==> src/rtl/fetch_unit.sv <==
// Instruction fetch stage for the single-cycle RV32I core.
// Owns the PC and fetches each instruction over a variable-latency req/ack
// handshake. It then presents the instruction to ctrl_unit for exactly one
// execute cycle and applies the resulting next-PC choice. Any fault halts
// the stage in a sticky trap state.
module fetch_unit #(
  parameter logic [31:0] RESET_PC    = 32'h0000_0000,
  parameter int unsigned ACK_TIMEOUT = 16
) (
  input  logic        i_clk,
  input  logic        i_reset,
  input  logic        i_hold,
  output logic        o_imem_req,
  output logic [31:0] o_imem_addr,
  input  logic        i_imem_ack,
  input  logic [31:0] i_imem_rdata,
  output logic [31:0] o_instr,
  output logic        o_instr_vld,
  output logic [31:0] o_pc,
  output logic [31:0] o_pc_four,
  input  logic        i_pc_sel,
  input  logic [31:0] i_alu_data,
  input  logic        i_insn_vld,
  output logic        o_trap,
  output logic [1:0]  o_trap_cause
);

  localparam int unsigned       CNT_W       = (ACK_TIMEOUT < 2) ? 1 : $clog2(ACK_TIMEOUT + 1);
  localparam logic [CNT_W-1:0]  TIMEOUT_CNT = CNT_W'(ACK_TIMEOUT);
  localparam bit                TIMEOUT_EN  = (ACK_TIMEOUT != 0);
  localparam logic [31:0]       NOP_INSTR   = 32'h0000_0013;

  localparam logic [1:0] CAUSE_NONE     = 2'b00;
  localparam logic [1:0] CAUSE_ILLEGAL  = 2'b01;
  localparam logic [1:0] CAUSE_MISALIGN = 2'b10;
  localparam logic [1:0] CAUSE_TIMEOUT  = 2'b11;

  typedef enum logic [2:0] {
    S_IDLE  = 3'd0,
    S_FETCH = 3'd1,
    S_EXEC  = 3'd2,
    S_HALT  = 3'd3,
    S_TRAP  = 3'd4
  } state_e;

  state_e           state_q, state_d;
  logic [31:0]      pc_q, pc_d;
  logic [31:0]      instr_q, instr_d;
  logic [1:0]       cause_q, cause_d;
  logic [CNT_W-1:0] cnt_q, cnt_d;
  logic             req_q, req_d;
  logic             vld_q, vld_d;
  logic             trap_q, trap_d;

  logic [CNT_W-1:0] cnt_inc_s;
  logic [31:0]      pc_four_s;
  logic [31:0]      next_pc_s;

  // Next-state, PC, instruction latch and timeout counter logic.
  always_comb begin
    state_d   = state_q;
    pc_d      = pc_q;
    instr_d   = instr_q;
    cause_d   = cause_q;
    cnt_d     = cnt_q;
    cnt_inc_s = cnt_q + CNT_W'(1);
    pc_four_s = pc_q + 32'd4;
    next_pc_s = i_pc_sel ? i_alu_data : pc_four_s;
    case (state_q)
      S_IDLE: begin
        state_d = S_FETCH;
        cnt_d   = '0;
      end
      S_FETCH: begin
        if (i_imem_ack) begin
          instr_d = i_imem_rdata;
          state_d = S_EXEC;
        end else if (TIMEOUT_EN && (cnt_inc_s == TIMEOUT_CNT)) begin
          state_d = S_TRAP;
          cause_d = CAUSE_TIMEOUT;
        end else begin
          cnt_d = cnt_inc_s;
        end
      end
      S_EXEC: begin
        // Faults leave the PC pointing at the offending instruction.
        if (!i_insn_vld) begin
          state_d = S_TRAP;
          cause_d = CAUSE_ILLEGAL;
        end else if (next_pc_s[1:0] != 2'b00) begin
          state_d = S_TRAP;
          cause_d = CAUSE_MISALIGN;
        end else begin
          pc_d  = next_pc_s;
          cnt_d = '0;
          if (i_hold) begin
            state_d = S_HALT;
          end else begin
            state_d = S_FETCH;
          end
        end
      end
      S_HALT: begin
        if (!i_hold) begin
          state_d = S_FETCH;
          cnt_d   = '0;
        end else begin
          state_d = S_HALT;
        end
      end
      S_TRAP: begin
        state_d = S_TRAP;
      end
      default: begin
        // Unreachable encodings restart the fetch sequence cleanly.
        state_d = S_IDLE;
      end
    endcase
  end

  // Output flags decoded from the next state so they come straight off flops.
  always_comb begin
    req_d  = (state_d == S_FETCH);
    vld_d  = (state_d == S_EXEC);
    trap_d = (state_d == S_TRAP);
  end

  // State and output registers; async assert, release synchronised externally.
  always_ff @(posedge i_clk or negedge i_reset) begin
    if (!i_reset) begin
      state_q <= S_IDLE;
      pc_q    <= RESET_PC;
      instr_q <= NOP_INSTR;
      cause_q <= CAUSE_NONE;
      cnt_q   <= '0;
      req_q   <= 1'b0;
      vld_q   <= 1'b0;
      trap_q  <= 1'b0;
    end else begin
      state_q <= state_d;
      pc_q    <= pc_d;
      instr_q <= instr_d;
      cause_q <= cause_d;
      cnt_q   <= cnt_d;
      req_q   <= req_d;
      vld_q   <= vld_d;
      trap_q  <= trap_d;
    end
  end

  assign o_imem_req   = req_q;
  assign o_imem_addr  = pc_q;
  assign o_pc         = pc_q;
  assign o_pc_four    = pc_four_s;
  assign o_instr      = instr_q;
  assign o_instr_vld  = vld_q;
  assign o_trap       = trap_q;
  assign o_trap_cause = cause_q;

endmodule
==> config.mk <==
export PLATFORM = sky130hd
export DESIGN_NAME = fetch_unit
export DESIGN_NICKNAME = d
export VERILOG_FILES = /design/src/rtl/fetch_unit.sv
export SDC_FILE = /design/constraint.sdc
export NUM_CORES = 1
export LEC_CHECK = 0
export CAP_MARGIN = 10
export CORE_ASPECT_RATIO = 1.2
export CORE_MARGIN = 4
export CORE_UTILIZATION = 37
export CTS_CLUSTER_SIZE = 25
export DETAILED_ROUTE_END_ITERATION = 8
export DONT_BUFFER_PORTS = 1
export GPL_TIMING_DRIVEN = 0
export SETUP_SLACK_MARGIN = 0.2
export SYNTH_ARGS = -nofsm -noshare
export SYNTH_HDL_FRONTEND = slang
export SYNTH_SLANG_ARGS = --single-unit
==> constraint.sdc <==
create_clock -name i_clk -period 2.3 [get_ports i_clk]
set_clock_uncertainty 0.2 [all_clocks]
set_input_delay 0.46 -clock i_clk [delete_from_list [all_inputs] [get_ports i_clk]]
set_output_delay 0.46 -clock i_clk [all_outputs]
set_load 0.02 [all_outputs]
== Word-level counts from Yosys, hierarchy flattened ==
Index checks and enable logic that the tools add are counted.
Word-level totals
  register bits: 77
  input bits: 70
  output and inout bits: 133
Cells by class
  add/subtract/negate cells: 2
  eq/ne operators: 15
  mux-type cells: 18
  bitwise operators: 1
  reductions and logical operators: 8
Operator list (number)
  $add A32 B3 Y32 const B: 1
  $mux W32: 1
  $mux W5: 5
  $pmux W5 S4: 1
  $pmux W3 S5: 1
  $mux W3: 4
  $ne A2 B2 Y1 const B: 6
  $mux W2: 5
  $eq A3 B2 Y1 const B: 3
  $eq A3 B1 Y1 const B: 2
  $eq A3 B3 Y1 const B: 2
  $reduce_and A6 Y1: 1
  $add A5 B1 Y5 const B: 1
  $eq A5 B5 Y1 const B: 1
  $pmux W2 S2: 1
  $reduce_and A4 Y1: 1
  $reduce_bool A2 Y1: 2
  $reduce_bool A4 Y1: 1
  $logic_not A3 Y1: 1
  $ne A3 B3 Y1 const B: 1
  $reduce_and A3 Y1: 1
  $reduce_and A2 Y1: 1
  $not A1 Y1: 1

== Logic depth before layout (Yosys ltp) ==
  word-level depth: 7
  mapped depth: 7

== Least setup slack after synthesis ==
Ideal clock, no wire load.
  kind: register -> output
  start: reg pc_q[3], in the netlist o_imem_addr[3]
  end: out o_pc_four[30]
  arrival time: 1.949 ns
  data required time: 1.640 ns
  path slack: -0.309 ns
  cell stages (with the launch flop): 6
  path buffers: 0
  cell sequence: dfrtp_1 ha_1 nand3_1 nor3_1 nand4_1 xnor2_1
Between the ends
  longest elaborated chain between the ends: 1
RTL lines
  from (decl): line 47  | logic [31:0] pc_q, pc_d;
  from (signal assigned): line 141  | pc_q <= pc_d;
  $add A32 B3 Y32: line 67  | pc_four_s = pc_q + 32'd4;
  to (decl): line 20  | output logic [31:0] o_pc_four,
No other way between the ends.

== Worst setup path after layout ==
  start: reg pc_q[19], in the netlist o_imem_addr[19]
  end: out o_pc_four[25]
The elaborated chain is that of the path after synthesis.

==> summary.md <==
| Metric | Value |
|---|---|
| Worst-case clock buffer depth | `2` |
| Placement row count | `43` |
| Sw Pwr | `3.55 mW` |
| Synth Net Count | `517` |
| Setup crit end kind | `output pin` |
| Final worst-path cycle share | `121%` |
| Area growth syn-to-layout | `45.0%` |
| Gate power share | `36.8%` |
| Synth cell types | `57` |
| Type of the worst min-delay path | `input port to asynchronous set/reset pin` |
| Leading area contributor after synthesis | `dfrtp_1` |
| Worst R2R Path Depth | `10` |
| Post-synth EDFFs | `0` |
| PwrDens | `1230 nW/µm²` |
| Final worst slack | `-0.492 ns` |
| VDD IR max | `0.819 mV` |
| WP data required | `1.64 ns` |
| Internal | `4.32 mW` |
| Vias in the first global route | `3820` |
| Status | `finished with violations` |
| Wire per inst | `21.5 µm` |
| Drt total wl | `14500 µm` |
| Setup CP Type | `flip-flop to output pin` |
| Final core occ | `55.1%` |
| Via count | `3810` |
| Post-route ant nets | `0` |
| Via-per-instance ratio | `5.65` |
| MaxCap Viol Count | `0` |
| Post-route DRC | `0` |
| R2r endpoint | `o_imem_addr[29]$_DFFE_PN0P_` |
| Most frequent cell after synthesis | `dfrtp_1` |
| Num CTS Buffers | `9` |
| Maximum fanout along the worst path | `7` |
| Sequential area share after synthesis | `43.7%` |
| CTS tree | `yes` |
| N_diodes | `0` |
| Crit path launch type | `flip-flop` |
| Mean post-synth cell area | `9.92 µm²` |
| Grt ovf | `0` |
| Largest net degree at the start of global routing | `78` |
| Slowest CP cell | `dfrtp_2` |
| IO Port Bufs | `0` |
| Hold Slack | `-0.390 ns` |
| YS warnings | `0` |
| Failing checks | `hold timing, setup timing` |
| Clock share of power | `19.9%` |
| Worst-Skew Late Latency | `0.34 ns` |
| Initial DRC Count | `164` |
| Worst R2R Start | `o_imem_addr[19]$_DFFE_PN0P_` |
| R2R Setup Slk | `-0.12 ns` |
| Area contributors post-synth | `dfrtp_1 (42%), mux2_2 (8.4%), buf_4 (6.3%)` |
| Synth top cells by count | `dfrtp_1 (74), buf_4 (37), nand3_1 (34)` |
| Most used DFF post-synth | `dfrtp_1` |
| Hold Vio Cnt, Final | `77` |
| Clock transition at path regs | `0.06 ns` |
| Fmax | `358 MHz` |
| Cell-by-cell trace of the critical path | `buf_6 -> nand4_1 -> nor4_4 -> buf_6 -> nand4_1 -> xnor2_2` |
| Endpoints failing setup | `27` |
| CTS sink cnt | `77` |
| Die Area | `13800 µm²` |
| RSZ-0062 raised after global routing | `yes` |
| Slowest stage delay, CP | `0.45 ns` |
| Sw Share | `45.1%` |
| Crit path arrival time | `2.13 ns` |
| Final slew viol count | `0` |
| Synth top area share | `41.9%` |
| Seq pwr share | `43.2%` |
| Least-Margin Pin Slew | `0.694 ns` |
| Number of top-level pins | `203` |
| Gr usage total | `20.0%` |
| Fin nets | `584` |
| Slew HR | `53.8%` |
| Final TNS setup | `-9.28 ns` |
| H-tree Lvls | `3` |
| Die height | `128 µm` |
| Clock tree root driver cell | `clkbuf_16` |
| Post-synth ARST share | `100%` |
| Post-DP HPWL | `9700 µm` |
| First-pass GRT wire length | `21200 µm` |
| Starting density of the core | `38.0%` |
| Die X | `108 µm` |
| Router iterations before antenna repair | `5` |
| Cells after synthesis | `445` |
| FF+latch count, synth | `77` |
| Initial antenna violation count | `1` |
| Cell Area, Synth | `4420 µm²` |
| Final min period | `2.79 ns` |
| Total core area | `11600 µm²` |
| Leakage | `2.64 nW` |
| Share of cells above drive strength 1 | `51.5%` |
| Global placer's final weighted congestion | `0.804` |
[how the worst max path moves through the flow]
stage / startpoint / to / slack, ns / cells after the start
after floorplan: o_imem_addr[11]$_DFFE_PN0P_ / o_pc_four[25] / -0.05 / 4
after global placement: o_imem_addr[19]$_DFFE_PN0P_ / o_pc_four[25] / -0.42 / 5
after detailed placement: o_imem_addr[19]$_DFFE_PN0P_ / o_pc_four[25] / -0.48 / 5
after CTS: o_imem_addr[19]$_DFFE_PN0P_ / o_pc_four[25] / -0.48 / 6
after global routing: o_imem_addr[11]$_DFFE_PN0P_ / o_pc_four[21] / -0.57 / 4
final: o_imem_addr[19]$_DFFE_PN0P_ / o_pc_four[25] / -0.49 / 6
[layout make-up]
type | count | area [µm²]
clock inverters | 6 | 95.1
well taps | 157 | 196
fillers | 997 | 5220
clock buffers | 10 | 229
repair buffers | 56 | 556
inverters | 6 | 22.5
plain buffers | 60 | 474
multi-input cells | 302 | 2860
flip-flops and latches | 77 | 1970
[cell usage in the layout, fill, tap and decap left out, drive strengths merged, types with 3 or more instances in the layout]
| cell type | count |
|---|---|
| nor4 | 7 |
| o22ai | 3 |
| a21oi | 16 |
| dfrtp | 74 |
| o21ai | 27 |
| a21o | 3 |
| o2bb2ai | 3 |
| nor3 | 8 |
| xnor2 | 21 |
| nor2 | 23 |
| o31a | 3 |
| xor2 | 9 |
| nand2b | 3 |
| a22oi | 5 |
| inv | 8 |
| dfstp | 3 |
| and2 | 8 |
| buf | 103 |
| and3 | 10 |
| nand4 | 13 |
| nor3b | 4 |
| o311ai | 5 |
| clkbuf | 23 |
| nand2 | 29 |
| a31oi | 5 |
| a22o | 3 |
| nand3 | 34 |
| mux2 | 33 |
[critical path, delay by kind of cell, from the launching register on]
family / cells / cell delay [ns]
flip-flops: 1 / 0.45
XOR/XNOR: 1 / 0.34
AND/OR/NAND/NOR: 3 / 0.71
buffers and inverters: 2 / 0.29
[power groups by stage]
| stage | sequential (mW) | clock (mW) | combinational, mW |
|---|---|---|---|
| 3_5_place_dp | 3.31 | 0 | 2.40 |
| 2_1_floorplan | 3.10 | 0 | 2.11 |
| 4_1_cts | 3.39 | 1.60 | 2.76 |
| 5_1_grt | 3.50 | 1.66 | 3.13 |
| 6_report | 3.40 | 1.57 | 2.90 |
| 3_3_place_gp | 3.29 | 0 | 2.36 |
[cell families after synthesis]
group           after synthesis  synth area share, %
flops                        77                 43.7
xor+xnor                     30                 5.95
mux                          35                 8.87
simple gates                151                 19.1
fa+ha+maj                     2                0.567
buf+inv                      66                 9.58
compound gates               84                 12.2
[flip-flops by register name, summed over array words and instances (netlist names)]
signal	flops
o_imem_addr	32
o_imem_req	1
o_trap	1
cnt_q	5
o_instr_vld	1
state_q	3
o_trap_cause	2
o_instr	32
[metrics by stage]
step,cells,cell area (µm²),setup slack (ns),power (mW)
floorplan,445,4670,-0.0538,5.22
global placement,602,4870,-0.419,5.65
detailed placement,602,4870,-0.482,5.71
CTS,651,5990,-0.484,7.74
global route,674,6400,-0.566,8.29
finish,674,6400,-0.492,7.88
[per-layer routing]
layer	global-route usage [%]	share of wire, %	up-vias
li1	-	-	1699
met1	22.7	36	1876
met2	35.2	52	211
met3	6.90	11	22
met4	5.72	1.6	2
met5	0	0.090	-
[timing repair]
action                                  in CTS  in global routing
gates resized for setup                     99                 62
setup buffers                               33                 22
endpoints found under the setup margin      87                 81
pin swaps                                   29                 27
gates cloned                                 0                  1
hold endpoints to repair                    77                 77
Power figures use the tool's default switching activity.
